**src/rtl/hex_scan_if.sv**
```systemverilog
// Display bus between a value source and the hex_scan digit multiplexer.
// Carries the load request/data and the scanned digit, enables and frame pulse.
interface hex_scan_if;
  logic        load;
  logic [15:0] data;
  logic [3:0]  nibble;
  logic [3:0]  an;
  logic        frame;

  modport master (
    output load,
    output data,
    input  nibble,
    input  an,
    input  frame
  );

  modport slave (
    input  load,
    input  data,
    output nibble,
    output an,
    output frame
  );
endinterface

```
**src/rtl/hex_scan.sv**
```systemverilog
// Four-digit multiplexed hex display scanner with tear-free frame-boundary updates.
// Optional leading-zero blanking is enabled by defining LEADING_ZERO_BLANK_EN.
module hex_scan #(
  parameter int unsigned DIV = 50000
) (
  input  logic       clk,
  input  logic       rst_n,
  hex_scan_if.slave  bus
);

  localparam int unsigned    CW       = (DIV > 1) ? $clog2(DIV) : 1;
  localparam logic [CW-1:0]  CNT_LAST = CW'(DIV - 1);

  logic [CW-1:0] cnt_reg,       cnt_next;
  logic [1:0]    idx_reg,       idx_next;
  logic [15:0]   pend_reg,      pend_next;
  logic          pend_flag_reg, pend_flag_next;
  logic [15:0]   disp_reg,      disp_next;
  logic          frame_reg,     frame_next;

  logic tick;
  logic frame_end;
  logic commit;

  always_comb begin
    tick      = (cnt_reg == CNT_LAST);
    cnt_next  = tick ? '0 : cnt_reg + 1'b1;
    idx_next  = tick ? idx_reg + 2'd1 : idx_reg;
    frame_end = tick && (idx_reg == 2'd3);
    commit    = frame_end && pend_flag_reg;

    // A load on the commit edge replaces the value being committed as the new pending one.
    disp_next      = commit ? pend_reg : disp_reg;
    frame_next     = commit;
    pend_next      = bus.load ? bus.data : pend_reg;
    pend_flag_next = bus.load | (pend_flag_reg & ~commit);
  end

  always_ff @(posedge clk) begin
    if (!rst_n) begin
      cnt_reg       <= '0;
      idx_reg       <= 2'd0;
      pend_reg      <= 16'h0000;
      pend_flag_reg <= 1'b0;
      disp_reg      <= 16'h0000;
      frame_reg     <= 1'b0;
    end else begin
      cnt_reg       <= cnt_next;
      idx_reg       <= idx_next;
      pend_reg      <= pend_next;
      pend_flag_reg <= pend_flag_next;
      disp_reg      <= disp_next;
      frame_reg     <= frame_next;
    end
  end

  logic [3:0] an_onehot;

  assign an_onehot  = ~(4'b0001 << idx_reg);
  assign bus.nibble = disp_reg[4*idx_reg +: 4];
  assign bus.frame  = frame_reg;

`ifdef LEADING_ZERO_BLANK_EN
  // lead_zero[k]: nibble k and every higher nibble are zero; digit 0 is never blanked.
  logic [3:0] lead_zero;

  for (genvar gi = 0; gi < 4; gi++) begin : g_lead_zero
    if (gi == 0) begin : g_digit0
      assign lead_zero[gi] = 1'b0;
    end else if (gi == 3) begin : g_top
      assign lead_zero[gi] = (disp_reg[4*gi +: 4] == 4'h0);
    end else begin : g_mid
      assign lead_zero[gi] = (disp_reg[4*gi +: 4] == 4'h0) && lead_zero[gi+1];
    end
  end

  assign bus.an = lead_zero[idx_reg] ? 4'b1111 : an_onehot;
`else
  assign bus.an = an_onehot;
`endif

endmodule
```
**src/flat_wrapper.sv**
```systemverilog
// flat-port wrapper written by rule: the top's interface ports become plain ports
module hex_scan_flat 
#(
  parameter int unsigned DIV = 50000
)
  (clk, rst_n, bus_load, bus_data, bus_nibble, bus_an, bus_frame);
  hex_scan_if bus_i ();
  input  logic clk;
  input  logic rst_n;
  input wire logic [$bits(bus_i.load)-1:0] bus_load;
  input wire logic [$bits(bus_i.data)-1:0] bus_data;
  output wire logic [$bits(bus_i.nibble)-1:0] bus_nibble;
  output wire logic [$bits(bus_i.an)-1:0] bus_an;
  output wire logic [$bits(bus_i.frame)-1:0] bus_frame;
  assign bus_i.load = bus_load;
  assign bus_i.data = bus_data;
  assign bus_nibble = bus_i.nibble;
  assign bus_an = bus_i.an;
  assign bus_frame = bus_i.frame;
  hex_scan #(.DIV(DIV)) u_core (.clk(clk), .rst_n(rst_n), .bus(bus_i));
endmodule
```
**config.mk**
```make
export PLATFORM = sky130hd
export DESIGN_NAME = hex_scan_flat
export DESIGN_NICKNAME = d
export VERILOG_FILES = /design/src/rtl/hex_scan_if.sv /design/src/rtl/hex_scan.sv /design/src/flat_wrapper.sv
export SDC_FILE = /design/constraint.sdc
export NUM_CORES = 1
export LEC_CHECK = 0
export ABC_AREA = 1
export BUFFER_PORTS_ARGS = -buffer_cell sky130_fd_sc_hd__buf_2
export CORE_MARGIN = 4
export CORE_UTILIZATION = 55
export CTS_BUF_LIST = sky130_fd_sc_hd__clkbuf_16
export DETAILED_ROUTE_END_ITERATION = 12
export GPL_TIMING_DRIVEN = 0
export PLACE_DENSITY = 0.74
export SKIP_LAST_GASP = 1
export SYNTH_ARGS = -nofsm -noshare
export SYNTH_HDL_FRONTEND = slang
export SYNTH_SLANG_ARGS = --single-unit
```
**constraint.sdc**
```tcl
create_clock -name clk -period 1.8 [get_ports clk]
set_input_delay 0.36 -clock clk [delete_from_list [all_inputs] [get_ports clk]]
set_output_delay 0.36 -clock clk [all_outputs]
set_load 0.02 [all_outputs]
```
Word level (Yosys, flattened, before mapping)
Cells that the tools add are included.
{"block": "classes", "bitwise": 5, "add_sub_neg": 2, "n_eq_ne": 2, "reduce_logical": 3, "shift": 2}
{"op": "16-bit by 1-bit adder with 16-bit output (second input constant)", "n": 1}
{"op": "16-bit == test (second input constant)", "n": 1}
{"op": "16-bit by 5-bit indexed part select with 4-bit output", "n": 1}
{"op": "4-bit NOT", "n": 1}
{"op": "1-bit by 2-bit left shift with 4-bit output (first input constant)", "n": 1}
{"op": "2-bit by 1-bit adder with 2-bit output (second input constant)", "n": 1}
{"op": "2-bit == test (second input constant)", "n": 1}
{"op": "1-bit logical AND", "n": 2}
{"op": "1-bit NOT", "n": 2}
{"op": "2-bit OR reduction", "n": 1}
{"op": "1-bit bitwise AND", "n": 1}
{"op": "1-bit OR", "n": 1}
{"block": "word_totals", "ff_bits": 52, "output_inout_bits": 9, "inputBits": 19, "word_cells": 20}

Logic depth before layout (Yosys ltp)
Gate-level depths: netlist of run 1.
{"block": "logic_depth", "depth_word": 6, "mapped_depth": 9, "mapped_depth_nobuf": 8}

Worst setup path after synthesis of run 1
Ideal clock, no wire load.
{"block": "synth_path", "path_type": "reg-to-output", "start": "register u_core.idx_reg[0]", "end": "output bus_nibble[0]", "required_ps": 1440, "path_buffers": 1, "path_slack_ps": 227, "arrival_ps": 1213, "path_stages_with_launch": 5, "cell_sequence": "dfxtp_1 inv_1 clkbuf_1 a21oi_1 a21oi_1"}
{"block": "synth_via", "elab_chain_len": 1}
{"item": "start, declared", "line": "hex_scan.sv:15", "source": "logic [1:0] idx_reg, idx_next;"}
{"item": "start signal, assigned", "line": "hex_scan.sv:49", "source": "idx_reg <= idx_next;"}
{"item": "16-bit by 5-bit indexed part select with 4-bit output", "line": "hex_scan.sv:60", "source": "assign bus.nibble = disp_reg[4*idx_reg +: 4];"}
{"item": "end, declared", "line": "flat_wrapper.sv:12", "source": "output wire logic [$bits(bus_i.nibble)-1:0] bus_nibble;"}
Every way passes these cells.

Worst setup path after layout of run 1
{"block": "layout_path", "start": "register u_core.idx_reg[0]", "end": "output bus_nibble[1]"}
The elaborated chain is that of the path after synthesis.

==> impl_metrics.csv, run 1 <==
group,metric,value,unit
placement,place_ws,34.7,ps
timing,hold_viol,0,
timing,grt_setup_unrepaired,"true",
layout,diodes,0,
logic_synthesis,synthAdderAreaFrac,0.0274,
timing,timing.fmax,0.580,GHz
clock_network,clock-sinks,52,
clock_network,ctsRootBufferMaster,"clkbuf_16",
clock_network,clock_latency,290,ps
timing,clock_skew,6.97,ps
floorplan,core_area,4000,um^2
placement,place.gp.congestion,0.839,
clock_network,h-tree-depth,2,
logic_synthesis,synth-xor-area-share,0.0345,
logic_synthesis,synth.mux.area_fraction,0,
logic_synthesis,synthesis.nets,345,
worst_setup_path,critPathArrivalTime,1360,ps
floorplan,fp.dieW,72.5,um
drt,viasPerCell,4.77,
worst_setup_path,cp_max_fo,11,
worst_hold_path,hold_path.class,"input port to register",
logic_synthesis,ys_ff_latch,52,
layout,nets,378,
timing,timing.slew.headroom,0.685,
global_route,grt.total_usage,0.195,
outcome,outcome,"complete, no violations",
drt,antenna_left,0,
layout,final_cell_mix,"nor2_1 (88), nand2_1 (58), dfxtp_1 (51)",
floorplan,io_pins,28,
global_route,antenna_found_initial,0,
logic_synthesis,avgSynthCellArea,7.12,um^2
layout,fill_cells,397,
floorplan,initial_core_util,0.571,
layout,finish.utilization,0.666,
worst_setup_path,end_kind,"primary output",
floorplan,num_rows,23,
logic_synthesis,synth_simple_gate_area_share,0.300,
logic_synthesis,netlist_area,2290,um^2
floorplan,die-area,5250,um^2
logic_synthesis,synth_top_family_by_area,"simple AND/OR/NAND/NOR gates",
clock_network,clockBufferDepth,2,
drt,wire_per_inst,11.3,um
drt,drtIter0Drc,64,
placement,port_buffers,26,
timing,tightest_slew,472,ps
power,power_leakage,1.26,nW
logic_synthesis,synth-compound-area-share,0.0930,
drt,drc,0,
logic_synthesis,netlist_instances,321,
timing,drv_slew,0,
global_route,grt_pass1_wl,8110,um
clock_network,cts_tree,"yes",
drt,routed_wl,4580,um
clock_network,clk_pin_slew,70,ps
logic_synthesis,seq_area_frac_synth,0.455,
worst_setup_path,rrSetupSlack,260,ps
layout,drive_gt1_frac,0.135,
global_route,overflow,0,
clock_network,numCtsBuffers,5,
global_route,grt_pass1_vias,1870,
floorplan,die_h,72.5,um
worst_setup_path,worst-setup-path-type,"register to primary output",
worst_setup_path,required,1440,ps
power,ir_drop,554,uV
timing,min_period,1720,ps
layout,register_area,1040,um^2
layout,multi_input_comb_area,1040,um^2
timing,worst_slack,75.8,ps
layout,final_common_cell,"nor2_1",
worst_setup_path,start_kind,"register",
drt,first_pass_iters,5,
timing,setup_viol,0,
drt,vias,1932,
layout,area_growth,16.5,%
run,cap_violations,0,
logic_synthesis,yosys_warnings,0,
logic_synthesis,ys_types,27,
placement,post-dp-hpwl,3290,um
timing,finalCritPeriodShare,0.958,
clock_network,holdBufCountCts,0,
global_route,grt_max_degree,16,
power,p_per_area,879,nW/um^2
routing by layer:
| metal | wire length [um] | part of all wire | global-route usage |
|---|---|---|---|
| met5 | 0 | 0 | 0 |
| met4 | 64 | 0.014 | 0.0697 |
| met3 | 194 | 0.042 | 0.0512 |
| met2 | 2310 | 0.50 | 0.333 |
| met1 | 2010 | 0.44 | 0.236 |
Yosys cell counts:
cell type   n  area, um^2
nor3_1      4        20.0
nand3_2     1        10.0
nand3b_1    1        7.51
nand2_2     1        6.26
ha_1        5        62.6
nand4_4     1        21.3
inv_2       1        3.75
a21oi_1    19        95.1
nor2_1     88         330
nor3_2      1        10.0
xor2_1      7        61.3
o21a_1      1        7.51
buf_6       3        33.8
o21ai_0    22         110
nand2_1    58         218
xnor2_1     2        17.5
nor3b_1     1        7.51
nand3_1     4        20.0
inv_1      34         128
nand4_1     2        12.5
nor2_4      1        11.3
buf_2       1        5.00
clkinv_1    2        7.51
or2_0       1        6.26
nor2_2      1        6.26
dfxtp_1    52        1040
clkbuf_1    7        26.3
cell families after synthesis:
| kind of cell | after synthesis |
|---|---|
| xor gates and xnor gates | 9 |
| DFF | 52 |
| AOI/OAI and AO/OA | 42 |
| buffers and inverters | 48 |
| adders and majority gates | 5 |
| and+or+nand+nor | 165 |
area by class of cell:
cell class | instances | area share
flip-flops and latches | 52 | 0.392
multi-input cells | 221 | 0.391
inverters | 37 | 0.0531
repair buffers | 26 | 0.0507
clock buffers | 5 | 0.0470
plain buffers | 11 | 0.0282
well taps | 50 | 0.0235
clock inverters | 3 | 0.0146
final timing paths:
kind                           from            endpoint  cells past startpoint
setup / recovery  u_core.idx_reg[0]       bus_nibble[1]                      5
hold / removal          bus_data[9]  u_core.pend_reg[9]                      3
setup reg to reg  u_core.cnt_reg[0]   u_core.cnt_reg[3]                      7
hold reg to reg   u_core.cnt_reg[0]   u_core.cnt_reg[0]                      1
worst max-delay path: stages (launching register included):
cell,delay (ps)
dfxtp_4,370
inv_2,110
clkbuf_8,180
nand2_1,70
a21oi_1,170
buf_4,170
stage by stage:
step	hold slack (ps)	area, um^2	setup TNS (ps)	power (W)	instances
2_1_floorplan	417	2290	0	0.00128	321
3_3_place_gp	427	2480	0	0.00131	397
3_5_place_dp	437	2480	0	0.00132	397
4_1_cts	287	2660	0	0.00237	405
5_1_grt	289	2660	-5.15	0.00243	405
6_report	289	2660	0	0.00234	405
where the power goes:
part	internal (W)	switching, W	total (W)
registers	0.00118	0.0000175	0.00120
clock network	0.000648	0.000403	0.00105
logic	0.0000371	0.0000537	0.0000908
what timing repair did:
action / 4_1_cts / 5_1_grt
setup buffers: 0 / 0
resized for setup: 5 / 5
setup endpoints to repair: 6 / 6
gates cloned: 0 / 0
pin swaps: 0 / 0
Power figures use the tool's default switching activity.
==> run 2: changes to the inputs <==
--- a/config.mk
+++ b/config.mk
@@ -9,7 +9,7 @@
 export BUFFER_PORTS_ARGS = -buffer_cell sky130_fd_sc_hd__buf_2
 export CORE_MARGIN = 4
 export CORE_UTILIZATION = 55
-export CTS_BUF_LIST = sky130_fd_sc_hd__clkbuf_16
+export CTS_BUF_LIST = sky130_fd_sc_hd__clkbuf_8
 export DETAILED_ROUTE_END_ITERATION = 12
 export GPL_TIMING_DRIVEN = 0
 export PLACE_DENSITY = 0.74
==> run 2 against run 1 <==
  * Non-clock buffer count did not move
  * Setup slack hardly changed
  * Worst hold slack got worse by 21 ps
  * Global-route usage fell by 0.21 points
  * Sequential share of layout area up 0.64 points
  * Maximum frequency about the same
  * Critical path depth is the same
  * Cell area down 1.6%
  * Core utilization is 1.1 points lower
  * Power down 11%
  * Highest routed layer unchanged
==> impl_metrics.csv, run 2 (synthesized netlist as in run 1, its figures left out) <==
group,metric,value,unit
placement,placed_cell_area,2480,um^2
worst_setup_path,cpLargestDelayFamily,"buffers and inverters",
timing,tightest_slew,465,ps
worst_setup_path,slowest_stage,"dfxtp_4",
global_route,grt_max_degree,16,
timing,timing.fmax,0.580,GHz
worst_setup_path,max_stage_delay,380,ps
worst_setup_path,rrSetupSlack,260,ps
floorplan,die_h,72.5,um
power,intPower,0.00162,W
layout,fin_area,2620,um^2
worst_setup_path,cp_max_fo,11,
placement,port_buffers,26,
clock_network,h-tree-depth,2,
worst_hold_path,whs_endpoint,"u_core.pend_reg[5]",
drt,wire_per_inst,11.1,um
drt,vias,1935,
drt,drtIter0Drc,51,
power,power.share.switching,0.218,
global_route,overflow,0,
layout,final_cell_mix,"nor2_1 (88), nand2_1 (58), dfxtp_1 (51)",
power,power.share.sequential,0.577,
global_route,grt.total_usage,0.193,
power,ir_drop,501,uV
drt,first_pass_iters,4,
timing,timing.slew.headroom,0.690,
placement,placed_cells,397,
worst_setup_path,r2r-end,"u_core.cnt_reg[3]",
power,clkPwrFrac,0.380,
worst_hold_path,hold_path.class,"input port to register",
clock_network,numCtsBuffers,5,
timing,tns,0,ps
worst_setup_path,critPathArrivalTime,1360,ps
worst_setup_path,crit_chain,"inv_2 > clkbuf_8 > nand2_1 > a21oi_2 > buf_4",
placement,post-dp-hpwl,3290,um
drt,antenna_left,0,
drt,routed_wl,4490,um
layout,final_common_cell,"nor2_1",
layout,drive_gt1_frac,0.144,
floorplan,io_pins,28,
layout,area_growth,14.7,%
timing,clock_skew,11.9,ps
global_route,antenna_found_initial,0,
power,comb_power_share,0.044,
power,p_per_area,792,nW/um^2
timing,finalCritPeriodShare,0.958,
layout,fin_cells,405,
timing,grt_setup_unrepaired,"true",
worst_setup_path,required,1440,ps
clock_network,cts_tree,"yes",
worst_setup_path,timing.rr.start,"u_core.cnt_reg[0]",
clock_network,clk_pin_slew,100,ps
timing,setup_viol,0,
global_route,grt_pass1_vias,1865,
power,power_leakage,1.23,nW
clock_network,clockBufferDepth,2,
floorplan,core_area,4000,um^2
clock_network,post_cts_buffers,0,
timing,drv_slew,0,
worst_setup_path,start_kind,"register",
timing,min_period,1720,ps
drt,drc,0,
clock_network,clock_latency,310,ps
worst_hold_path,hp-start,"bus_data[5]",
worst_setup_path,worst-setup-path-type,"register to primary output",
placement,place.gp.congestion,0.839,
floorplan,initial_core_util,0.571,
floorplan,die-area,5250,um^2
worst_setup_path,rr_worst_depth,7,
clock_network,clock-sinks,52,
worst_setup_path,end_kind,"primary output",
drt,viasPerCell,4.78,
run,cap_violations,0,
floorplan,num_rows,23,
clock_network,ctsRootBufferMaster,"clkbuf_8",
floorplan,fp.dieW,72.5,um
power,switchingPower,0.000452,W
timing,hold_viol,0,
worst_hold_path,hold_depth,3,
worst_setup_path,worst-path-buf-inv,3,
global_route,grt_pass1_wl,8070,um
layout,nets,378,
layout,diodes,0,
outcome,outcome,"complete, no violations",
## run 2: changes by cell type in the layout (fill, tap and decap cells not counted)
cell       previous run  this run
buf_4                 2         3
clkbuf_8              1         6
a21oi_1              19        16
buf_2                25        24
clkbuf_16             5         0
a21oi_2               0         3
## run 2: worst max path at each step
stage / from / to / cells after the start
2_1_floorplan: u_core.idx_reg[0] / bus_nibble[0] / 4
3_3_place_gp: u_core.idx_reg[0] / bus_nibble[0] / 5
3_5_place_dp: u_core.idx_reg[0] / bus_nibble[2] / 5
4_1_cts: u_core.idx_reg[0] / bus_an[0] / 5
5_1_grt: u_core.idx_reg[0] / bus_nibble[3] / 5
6_report: u_core.idx_reg[0] / bus_nibble[1] / 5
## run 2: power groups by stage
stage | clock [W] | sequential (W) | combinational [W]
after floorplan | 0 | 0.00122 | 0.0000581
after global routing | 0.000850 | 0.00120 | 0.000108
after CTS | 0.000805 | 0.00120 | 0.0000922
final | 0.000788 | 0.00120 | 0.0000909
after detailed placement | 0 | 0.00123 | 0.0000914
after global placement | 0 | 0.00122 | 0.0000897
## run 2: worst min-delay path, cell delays in order
cell    delay [ps]
buf_2           70
nor2_1          30
nor2_1          80
## run 2: area by class of cell
class / instances / area [um^2]
inverters: 37 / 141
clock inverters: 3 / 38.8
clock buffers: 5 / 68.8
repair buffers: 26 / 138
flip-flops and latches: 52 / 1040
fillers: 406 / 1380
multi-input cells: 221 / 1050
well taps: 50 / 62.6
plain buffers: 11 / 75.1
## run 2: layer usage
| layer | wire (um) | track usage |
|---|---|---|
| met1 | 2020 | 0.236 |
| met2 | 2230 | 0.326 |
| met3 | 180 | 0.0512 |
| met4 | 66 | 0.0697 |
| met5 | 0 | 0 |
## run 2: per-stage QoR
step | power (W) | hold slack (ps) | util | worst slack, ps
floorplan | 0.00128 | 417 | - | 227
global placement | 0.00131 | 427 | 0.620 | 5.31
detailed placement | 0.00132 | 437 | 0.620 | 34.7
CTS | 0.00210 | 260 | 0.650 | 46.6
global route | 0.00216 | 261 | 0.655 | -4.56
finish | 0.00208 | 268 | 0.655 | 75.4
## run 2: timing repair
item,CTS,global route
setup endpoints to repair,7,6
hold buffers,0,0
resized for setup,6,8
